## src/rtl/sonar_scheduler_if.sv

```systemverilog
// rtl/sonar_scheduler_if.sv - sensor pins and measurement report bundle for sonar_scheduler
interface sonar_scheduler_if #(
    parameter int NUM_SENSORS = 3
);
    logic [NUM_SENSORS-1:0]    echo;
    logic [NUM_SENSORS-1:0]    trig;
    logic [16*NUM_SENSORS-1:0] dist_flat;
    logic [NUM_SENSORS-1:0]    valid;
    logic                      meas_done;
    logic [1:0]                meas_id;
    logic                      meas_ok;
    logic [15:0]               meas_raw_cm;
    logic                      busy;

    modport master (
        input  echo,
        output trig, dist_flat, valid, meas_done, meas_id, meas_ok, meas_raw_cm, busy
    );

    modport slave (
        output echo,
        input  trig, dist_flat, valid, meas_done, meas_id, meas_ok, meas_raw_cm, busy
    );
endinterface

```

## src/rtl/sonar_scheduler.sv

```systemverilog
// rtl/sonar_scheduler.sv - one-at-a-time HC-SR04 scheduler; SONAR_FRONT_PRIORITY_EN interleaves sensor 0
module sonar_scheduler #(
    parameter int NUM_SENSORS     = 3,
    parameter int TRIG_US         = 10,
    parameter int ECHO_TIMEOUT_US = 30000,
    parameter int GUARD_US        = 10000,
    parameter int US_PER_CM       = 58,
    parameter int MIN_CM          = 2,
    parameter int MAX_CM          = 400
) (
    input  logic              clk,
    input  logic              reset,
    input  logic              tick_us,
    input  logic              enable,
    sonar_scheduler_if.master bus
);
    localparam int SUBW = $clog2(US_PER_CM + 1);
    localparam logic [1:0]             LAST      = 2'(NUM_SENSORS - 1);
    localparam logic [15:0]            TRIG_END  = 16'(TRIG_US - 1);
    localparam logic [15:0]            TMO_END   = 16'(ECHO_TIMEOUT_US - 1);
    localparam logic [15:0]            GUARD_END = 16'(GUARD_US - 1);
    localparam logic [SUBW-1:0]        SUB_END   = SUBW'(US_PER_CM - 1);
    localparam logic [NUM_SENSORS-1:0] ONE       = NUM_SENSORS'(1);

    typedef enum logic [2:0] {IDLE, TRIG, WAIT_RISE, MEASURE, REPORT, GUARD} state_t;

    state_t                 state;
    logic [NUM_SENSORS-1:0] echo_s1, echo_s2, echo_s3;
    logic [15:0]            timer, cm;
    logic [SUBW-1:0]        sub;
    logic [1:0]             sel, next_sel;
    logic                   timed_out;
    logic                   echo_rise, echo_fall, in_range, guard_done;

    assign echo_rise  = echo_s2[sel] & ~echo_s3[sel];
    assign echo_fall  = ~echo_s2[sel] & echo_s3[sel];
    assign in_range   = !timed_out && (cm >= 16'(MIN_CM)) && (cm <= 16'(MAX_CM));
    assign guard_done = (state == GUARD) && tick_us && (timer == GUARD_END);

`ifdef SONAR_FRONT_PRIORITY_EN
    // side remembers which non-front sensor follows the next front slot
    logic [1:0] side;

    always_comb begin
        next_sel = (sel == 2'd0) ? side : 2'd0;
    end

    always_ff @(posedge clk) begin
        if (reset) begin
            side <= 2'd1;
        end else if (guard_done && sel != 2'd0) begin
            side <= (side == LAST) ? 2'd1 : side + 2'd1;
        end
    end
`else
    always_comb begin
        next_sel = (sel == LAST) ? 2'd0 : sel + 2'd1;
    end
`endif

    always_ff @(posedge clk) begin
        if (reset) begin
            state           <= IDLE;
            echo_s1         <= '0;
            echo_s2         <= '0;
            echo_s3         <= '0;
            timer           <= '0;
            cm              <= '0;
            sub             <= '0;
            sel             <= '0;
            timed_out       <= 1'b0;
            bus.trig        <= '0;
            bus.dist_flat   <= '0;
            bus.valid       <= '0;
            bus.meas_done   <= 1'b0;
            bus.meas_id     <= '0;
            bus.meas_ok     <= 1'b0;
            bus.meas_raw_cm <= '0;
            bus.busy        <= 1'b0;
        end else begin
            echo_s1       <= bus.echo;
            echo_s2       <= echo_s1;
            echo_s3       <= echo_s2;
            bus.meas_done <= 1'b0;
            case (state)
                IDLE: begin
                    if (enable) begin
                        state     <= TRIG;
                        bus.trig  <= ONE << sel;
                        bus.busy  <= 1'b1;
                        timer     <= '0;
                        timed_out <= 1'b0;
                    end
                end
                TRIG: begin
                    if (tick_us) begin
                        if (timer == TRIG_END) begin
                            bus.trig <= '0;
                            timer    <= '0;
                            state    <= WAIT_RISE;
                        end else begin
                            timer <= timer + 16'd1;
                        end
                    end
                end
                WAIT_RISE: begin
                    // an edge wins over a coincident tick, which is then dropped
                    if (echo_rise) begin
                        sub   <= '0;
                        cm    <= '0;
                        timer <= '0;
                        state <= MEASURE;
                    end else if (tick_us) begin
                        if (timer == TMO_END) begin
                            timed_out <= 1'b1;
                            state     <= REPORT;
                        end else begin
                            timer <= timer + 16'd1;
                        end
                    end
                end
                MEASURE: begin
                    if (echo_fall) begin
                        state <= REPORT;
                    end else if (tick_us) begin
                        if (sub == SUB_END) begin
                            sub <= '0;
                            cm  <= (cm == 16'hFFFF) ? cm : cm + 16'd1;
                        end else begin
                            sub <= sub + SUBW'(1);
                        end
                        if (timer == TMO_END) begin
                            timed_out <= 1'b1;
                            state     <= REPORT;
                        end else begin
                            timer <= timer + 16'd1;
                        end
                    end
                end
                REPORT: begin
                    bus.meas_done   <= 1'b1;
                    bus.meas_id     <= sel;
                    bus.meas_raw_cm <= timed_out ? 16'hFFFF : cm;
                    bus.meas_ok     <= in_range;
                    bus.valid[sel]  <= in_range;
                    if (in_range) begin
                        bus.dist_flat[16*sel +: 16] <= cm;
                    end
                    timer <= '0;
                    state <= GUARD;
                end
                GUARD: begin
                    if (tick_us) begin
                        if (timer == GUARD_END) begin
                            sel       <= next_sel;
                            timer     <= '0;
                            timed_out <= 1'b0;
                            if (enable) begin
                                bus.trig <= ONE << next_sel;
                                state    <= TRIG;
                            end else begin
                                bus.busy <= 1'b0;
                                state    <= IDLE;
                            end
                        end else begin
                            timer <= timer + 16'd1;
                        end
                    end
                end
                default: state <= IDLE;
            endcase
        end
    end
endmodule
```

## src/flat_wrapper.sv

```systemverilog
// flat-port wrapper written by rule: the top's interface ports become plain ports
module sonar_scheduler_flat 
#(
    parameter int NUM_SENSORS     = 3,
    parameter int TRIG_US         = 10,
    parameter int ECHO_TIMEOUT_US = 30000,
    parameter int GUARD_US        = 10000,
    parameter int US_PER_CM       = 58,
    parameter int MIN_CM          = 2,
    parameter int MAX_CM          = 400
)
  (clk, reset, tick_us, enable, bus_echo, bus_trig, bus_dist_flat, bus_valid, bus_meas_done, bus_meas_id, bus_meas_ok, bus_meas_raw_cm, bus_busy);
  sonar_scheduler_if #(.NUM_SENSORS(NUM_SENSORS)) bus_i ();
  input  logic clk;
  input  logic reset;
  input  logic tick_us;
  input  logic enable;
  input wire logic [$bits(bus_i.echo)-1:0] bus_echo;
  output wire logic [$bits(bus_i.trig)-1:0] bus_trig;
  output wire logic [$bits(bus_i.dist_flat)-1:0] bus_dist_flat;
  output wire logic [$bits(bus_i.valid)-1:0] bus_valid;
  output wire logic [$bits(bus_i.meas_done)-1:0] bus_meas_done;
  output wire logic [$bits(bus_i.meas_id)-1:0] bus_meas_id;
  output wire logic [$bits(bus_i.meas_ok)-1:0] bus_meas_ok;
  output wire logic [$bits(bus_i.meas_raw_cm)-1:0] bus_meas_raw_cm;
  output wire logic [$bits(bus_i.busy)-1:0] bus_busy;
  assign bus_i.echo = bus_echo;
  assign bus_trig = bus_i.trig;
  assign bus_dist_flat = bus_i.dist_flat;
  assign bus_valid = bus_i.valid;
  assign bus_meas_done = bus_i.meas_done;
  assign bus_meas_id = bus_i.meas_id;
  assign bus_meas_ok = bus_i.meas_ok;
  assign bus_meas_raw_cm = bus_i.meas_raw_cm;
  assign bus_busy = bus_i.busy;
  sonar_scheduler #(.NUM_SENSORS(NUM_SENSORS), .TRIG_US(TRIG_US), .ECHO_TIMEOUT_US(ECHO_TIMEOUT_US), .GUARD_US(GUARD_US), .US_PER_CM(US_PER_CM), .MIN_CM(MIN_CM), .MAX_CM(MAX_CM)) u_core (.clk(clk), .reset(reset), .tick_us(tick_us), .enable(enable), .bus(bus_i));
endmodule
```

## config.mk

```make
export PLATFORM = sky130hd
export DESIGN_NAME = sonar_scheduler_flat
export DESIGN_NICKNAME = d
export VERILOG_FILES = /design/src/rtl/sonar_scheduler_if.sv /design/src/rtl/sonar_scheduler.sv /design/src/flat_wrapper.sv
export SDC_FILE = /design/constraint.sdc
export NUM_CORES = 1
export LEC_CHECK = 0
export CAP_MARGIN = 20
export CORE_ASPECT_RATIO = 0.6
export CORE_MARGIN = 1
export CORE_UTILIZATION = 32
export DETAILED_ROUTE_END_ITERATION = 16
export PLACE_DENSITY = 0.61
export SLEW_MARGIN = 0
export SYNTH_ARGS = -nofsm -noshare
export SYNTH_HDL_FRONTEND = slang
export SYNTH_SLANG_ARGS = --single-unit
```

## constraint.sdc

```tcl
create_clock -name clk -period 6.4 [get_ports clk]
set_clock_uncertainty 0.15 [all_clocks]
set_input_delay 1.28 -clock clk [delete_from_list [all_inputs] [get_ports clk]]
set_output_delay 1.28 -clock clk [all_outputs]
set_load 0.01 [all_outputs]
```

# Word level (Yosys, flattened, before mapping)
# Index checks and enable logic that the tools add are counted.
# totals
regBits	128
in_bits	7
elab_cells	140
# op_classes
bitwise	4
add_sub_neg	5
n_eq_ne	24
muxes	63
reduce_logical	19
magnitude_cmp	4
n_shift	4
# op_table
op	count
2-to-1 mux 16 bit	15
case mux 16 bit (6 select lines)	1
bitwise mux 48 bit	1
variable shift 16 x 34 -> 48 bit (first input constant)	1
variable part select 16 x 34 -> 48 bit	1
2-to-1 mux 3 bit	15
negator 6 -> 34 bit	1
adder 16 x 1 -> 16 bit (second input constant)	2
case mux 16 bit (2 select lines)	1
2-to-1 mux 6 bit	4
inequality test 2 bit (second input constant)	10
case mux 3 bit (6 select lines)	1
== test 16 x 14 -> 1 bit (second input constant)	1
== test 16 x 15 -> 1 bit (second input constant)	1
== test 16 bit (second input constant)	1
== test 16 x 4 -> 1 bit (second input constant)	1
>= comparator 16 x 2 -> 1 bit (second input constant)	1
<= comparator 16 x 9 -> 1 bit (second input constant)	1
2-to-1 mux 1 bit	16
AND reduction 5 bit	3
case mux 6 bit (2 select lines)	1
AND reduction 6 bit	2
case mux 3 bit (3 select lines)	1
AND reduction 7 bit	1
29 further kinds	40

# Longest topological paths before layout
# depth
depth_word	7
mapped_depth	10
ltp_nobuf	8

# Worst setup path before layout
# OpenSTA, ideal clock, no wires.
# synth_path
path_kind	input port to flip-flop
startpoint	input tick_us
endpoint	register u_core.cm[7]
slack_ps	3487
required_ps	6180
setup_ps	70
stages	6
arrival_time_ps	2693
path_cell_list	nand4_1 -> or4_1 -> a21oi_2 -> o21ai_2 -> or4_1 -> a21oi_1
# synth_between
elab_chain_cells	2
# synth_lines
item	line	source
start: declaration	flat_wrapper.sv:16	input logic tick_us;
inequality test 2 bit (no source line)	-	
AND reduction 6 bit (no source line)	-	
end signal: assignment	sonar_scheduler.sv:128	cm <= (cm == 16'hFFFF) ? cm : cm + 16'd1;
end: declaration	sonar_scheduler.sv:29	logic [15:0] timer, cm;
# No other way between the ends.
# A chain may end at the register's enable or synchronous reset.

# Worst setup path in the final report
# layout_path
startpoint	input enable
endpoint	register u_core.timer[7]
# layout_between
elab_chain_cells	2
# layout_lines
item	line	source
start: declaration	flat_wrapper.sv:17	input logic enable;
inequality test 2 bit (no source line)	-	
AND reduction 5 bit (no source line)	-	
end signal: assignment	sonar_scheduler.sv:102	timer <= timer + 16'd1;
end signal: assignment	sonar_scheduler.sv:118	timer <= timer + 16'd1;
end signal: assignment	sonar_scheduler.sv:136	timer <= timer + 16'd1;
end: declaration	sonar_scheduler.sv:29	
# No other way between the ends.

==> summary.txt <==
Clocking
  • Setup Fix Bufs, Post-CTS: 0
  • CTS tree: built
  • Cells resized by post-CTS repair: 0
  • Max H-tree Level: 4
  • CTS Buf Count: 17
  • Hold_buf cts: 0
  • Root buf cell: clkbuf_16
  • Worst-skew pair later-pin latency: 0.42 ns
  • Clock slew at reported path FFs: 0.06 ns
  • Clk sinks: 128
  • Maximum clock path buffer count: 2

Setup path
  • Worst setup SP type: input port
  • Slowest stage delay, CP: 0.66 ns
  • Worst-path fanout max: 13
  • CP Capture Type: flip-flop
  • Top cell by count, worst path: a31oi_1
  • CP max stage cell: a31oi_1
  • Crit path max-delay family: compound AO/OA/AOI/OAI gates
  • Crit Path Class: input port to flip-flop
  • Data required, critical path: 6.55 ns
  • CP Data Arrival Time: 3.80 ns
  • Worst-path cell chain: clkdlybuf4s50_1, or3_1, a31oi_1, a31oi_1, o21a_1, o21ai_1, a32o_1
  • Crit path buffers/inverters: 1

Placed design
  • IO buf count: 81
  • Post-DP HPWL: 10.9 mm
  • Gpl congestion: 0.891

Floorplan
  • IO Pins: 82
  • Row Count: 37
  • Die H: 106 um
  • Starting density of the core: 33.2%
  • Die Width: 176 um
  • Die footprint: 18,600 um2
  • CORE AREA: 17,400 um2

Power
  • Max IR drop VDD: 0.184 mV
  • Power, Total: 0.00204 W
  • LEAKAGE: 2.60 nW
  • PwrDens: 280 nW/um2

Global route
  • First-pass GRT wire length: 26.1 mm
  • Grt total ovfl: 0
  • Gr usage total: 17.9%
  • Initial antenna violation count: 0
  • Number of global-route vias before repair: 4,832
  • Pin count of the biggest net entering global routing: 58

Drt
  • Top routing layer used: met4
  • Drt via density: 5.25
  • Initial DRC count: 417
  • Metal3 WL: 1.52 mm
  • Final WL: 16.1 mm
  • Post-DR wirelength/cell: 16.1 um
  • Post-route ant nets: 0
  • Drt pass-1 iters: 5
  • Residual DRC count: 0
  • Met2 WL: 5.92 mm
  • M1 WL: 8.57 mm
  • Vias: 5,245

Timing
  • Fin. Hold Viols: 0
  • Setup TNS: 0 ns
  • Final period utilization: 56.9%
  • RSZ-0062 raised after global routing: false
  • Slew Viols, Final: 0
  • Worst slew margin: 37.5%
  • Max Fclk: 275 MHz
  • Measured slew at the worst slew-check pin: 0.935 ns
  • Final setup fails: 0
  • Period minus WS final: 3.64 ns

Synthesis
  • Synth Warn #: 0
  • Mapped cell area: 5780 um2
  • Synth Area per Inst: 8.32 um2
  • Synth area leader: dfxtp_1
  • Synth Net Count: 714
  • Number of flops mapped to enable cells by yosys: 0
  • Mapped Cells: 695
  • Async SR Flop Fraction: 0%
  • Seq cells post-synth: 128
  • Most frequent cell after synthesis: dfxtp_1
  • Sequential share of the synthesized area: 44.3%
  • Commonest cells post-synth: 128 x dfxtp_1, 75 x nand2_1, 57 x a21oi_1, 54 x nor2_1, 49 x nand3_1
  • Post-synth cell types: 66
  • Main synth FF type: dfxtp_1
  • Synth top area share: 44.3%
  • Synth area leaders: dfxtp_1 44%, a21oi_1 4.9%, nand2_1 4.9%, nand3_1 4.2%, nor3_1 4.0%

Layout
  • Util after Layout: 41.9%
  • Layout area overhead: 26.2%
  • Number of fill cells: 1,784
  • Ant. Diodes: 0
  • Layout net count: 772
  • Layout cells sized above 1: 6.66%

Job
  • Max-cap violations: 0

Outcome
  • Status: completed

Min path
  • Hold Crit Class: flip-flop to flip-flop
-- power breakdown --
part | switching [W] | internal (W) | leakage, nW
Sequential | 0.0000247 | 0.000809 | 1.03
Combinational | 0.000171 | 0.0000874 | 1.29
Clock | 0.000424 | 0.000528 | 0.283
Total | 0.000620 | 0.00142 | 2.60
-- layer usage --
| metal | up-vias | track usage, % |
|---|---|---|
| li1 | 2622 | - |
| met1 | 2393 | 27.4 |
| met2 | 215 | 22.3 |
| met3 | 15 | 6.19 |
| met4 | 0 | 5.59 |
| met5 | - | 0 |
-- registers in the layout, indices dropped and copies added, names as in the netlist, 2 cells and up --
name	cells
u_core.bus.meas_raw_cm	16
u_core.bus.trig	3
u_core.echo_s1	3
u_core.bus.valid	3
u_core.state	3
u_core.sel	2
u_core.echo_s2	3
u_core.timer	16
u_core.echo_s3	3
u_core.cm	16
u_core.bus.dist_flat	48
u_core.sub	6
u_core.bus.meas_id	2
-- cell type report --
| type | instances | area [um2] | area share, % |
|---|---|---|---|
| Timing Repair Buffer | 85 | 836 | 11.5 |
| Sequential cell | 128 | 2560 | 35.1 |
| Multi-Input combinational cell | 503 | 2970 | 40.6 |
| Clock buffer | 18 | 439 | 6.02 |
| Clock inverter | 14 | 134 | 1.83 |
| Tap cell | 234 | 293 | 4.01 |
| Inverter | 18 | 67.6 | 0.926 |
-- per-stage QoR --
step	hold slack, ns	cells	cell area [um2]	setup slack (ns)
detailed placement	0.280	968	6720	2.38
CTS	0.301	1000	7300	2.81
finish	0.293	1000	7300	2.76
global route	0.322	1000	7300	2.59
floorplan	0.264	695	5780	3.49
global placement	0.274	968	6720	2.45
-- worst paths after layout --
path	startpoint	to	slack [ns]	depth (start not counted)
worst min-delay path	u_core.echo_s1[2]	u_core.echo_s2[2]	0.29	1
worst max-delay path	enable	u_core.timer[7]	2.76	7
worst min register to register	u_core.echo_s1[2]	u_core.echo_s2[2]	0.29	1
worst max register to register	u_core.state[2]	u_core.timer[7]	3.40	6
-- kinds of logic after synthesis --
group                      count (synthesis)  synth area share (%)
and+or+nand+nor                          329                  28.8
AOI/OAI and AO/OA                        146                  17.2
DFF                                      128                  44.3
buffers and inverters                     64                  4.48
adders and majority gates                 12                  2.60
xor gates and xnor gates                   9                  1.36
muxes                                      7                  1.23
-- cell usage in the layout (no fill, tap or decap), types with 7 or more instances in the layout --
| cell type | n |
|---|---|
| a21oi_1 | 57 |
| and2_1 | 13 |
| and3_1 | 34 |
| clkbuf_16 | 17 |
| clkdlybuf4s50_1 | 80 |
| dfxtp_1 | 128 |
| ha_1 | 12 |
| inv_1 | 16 |
| nand2_1 | 75 |
| nand3_1 | 49 |
| nand4_1 | 10 |
| nor2_1 | 54 |
| nor2b_1 | 10 |
| nor3_1 | 45 |
| o211ai_1 | 7 |
| o21a_1 | 9 |
| o21ai_0 | 14 |
| o21ai_1 | 7 |
| or3_1 | 9 |
| or4_1 | 7 |
Note: power is estimated with default switching activity, not from simulation.
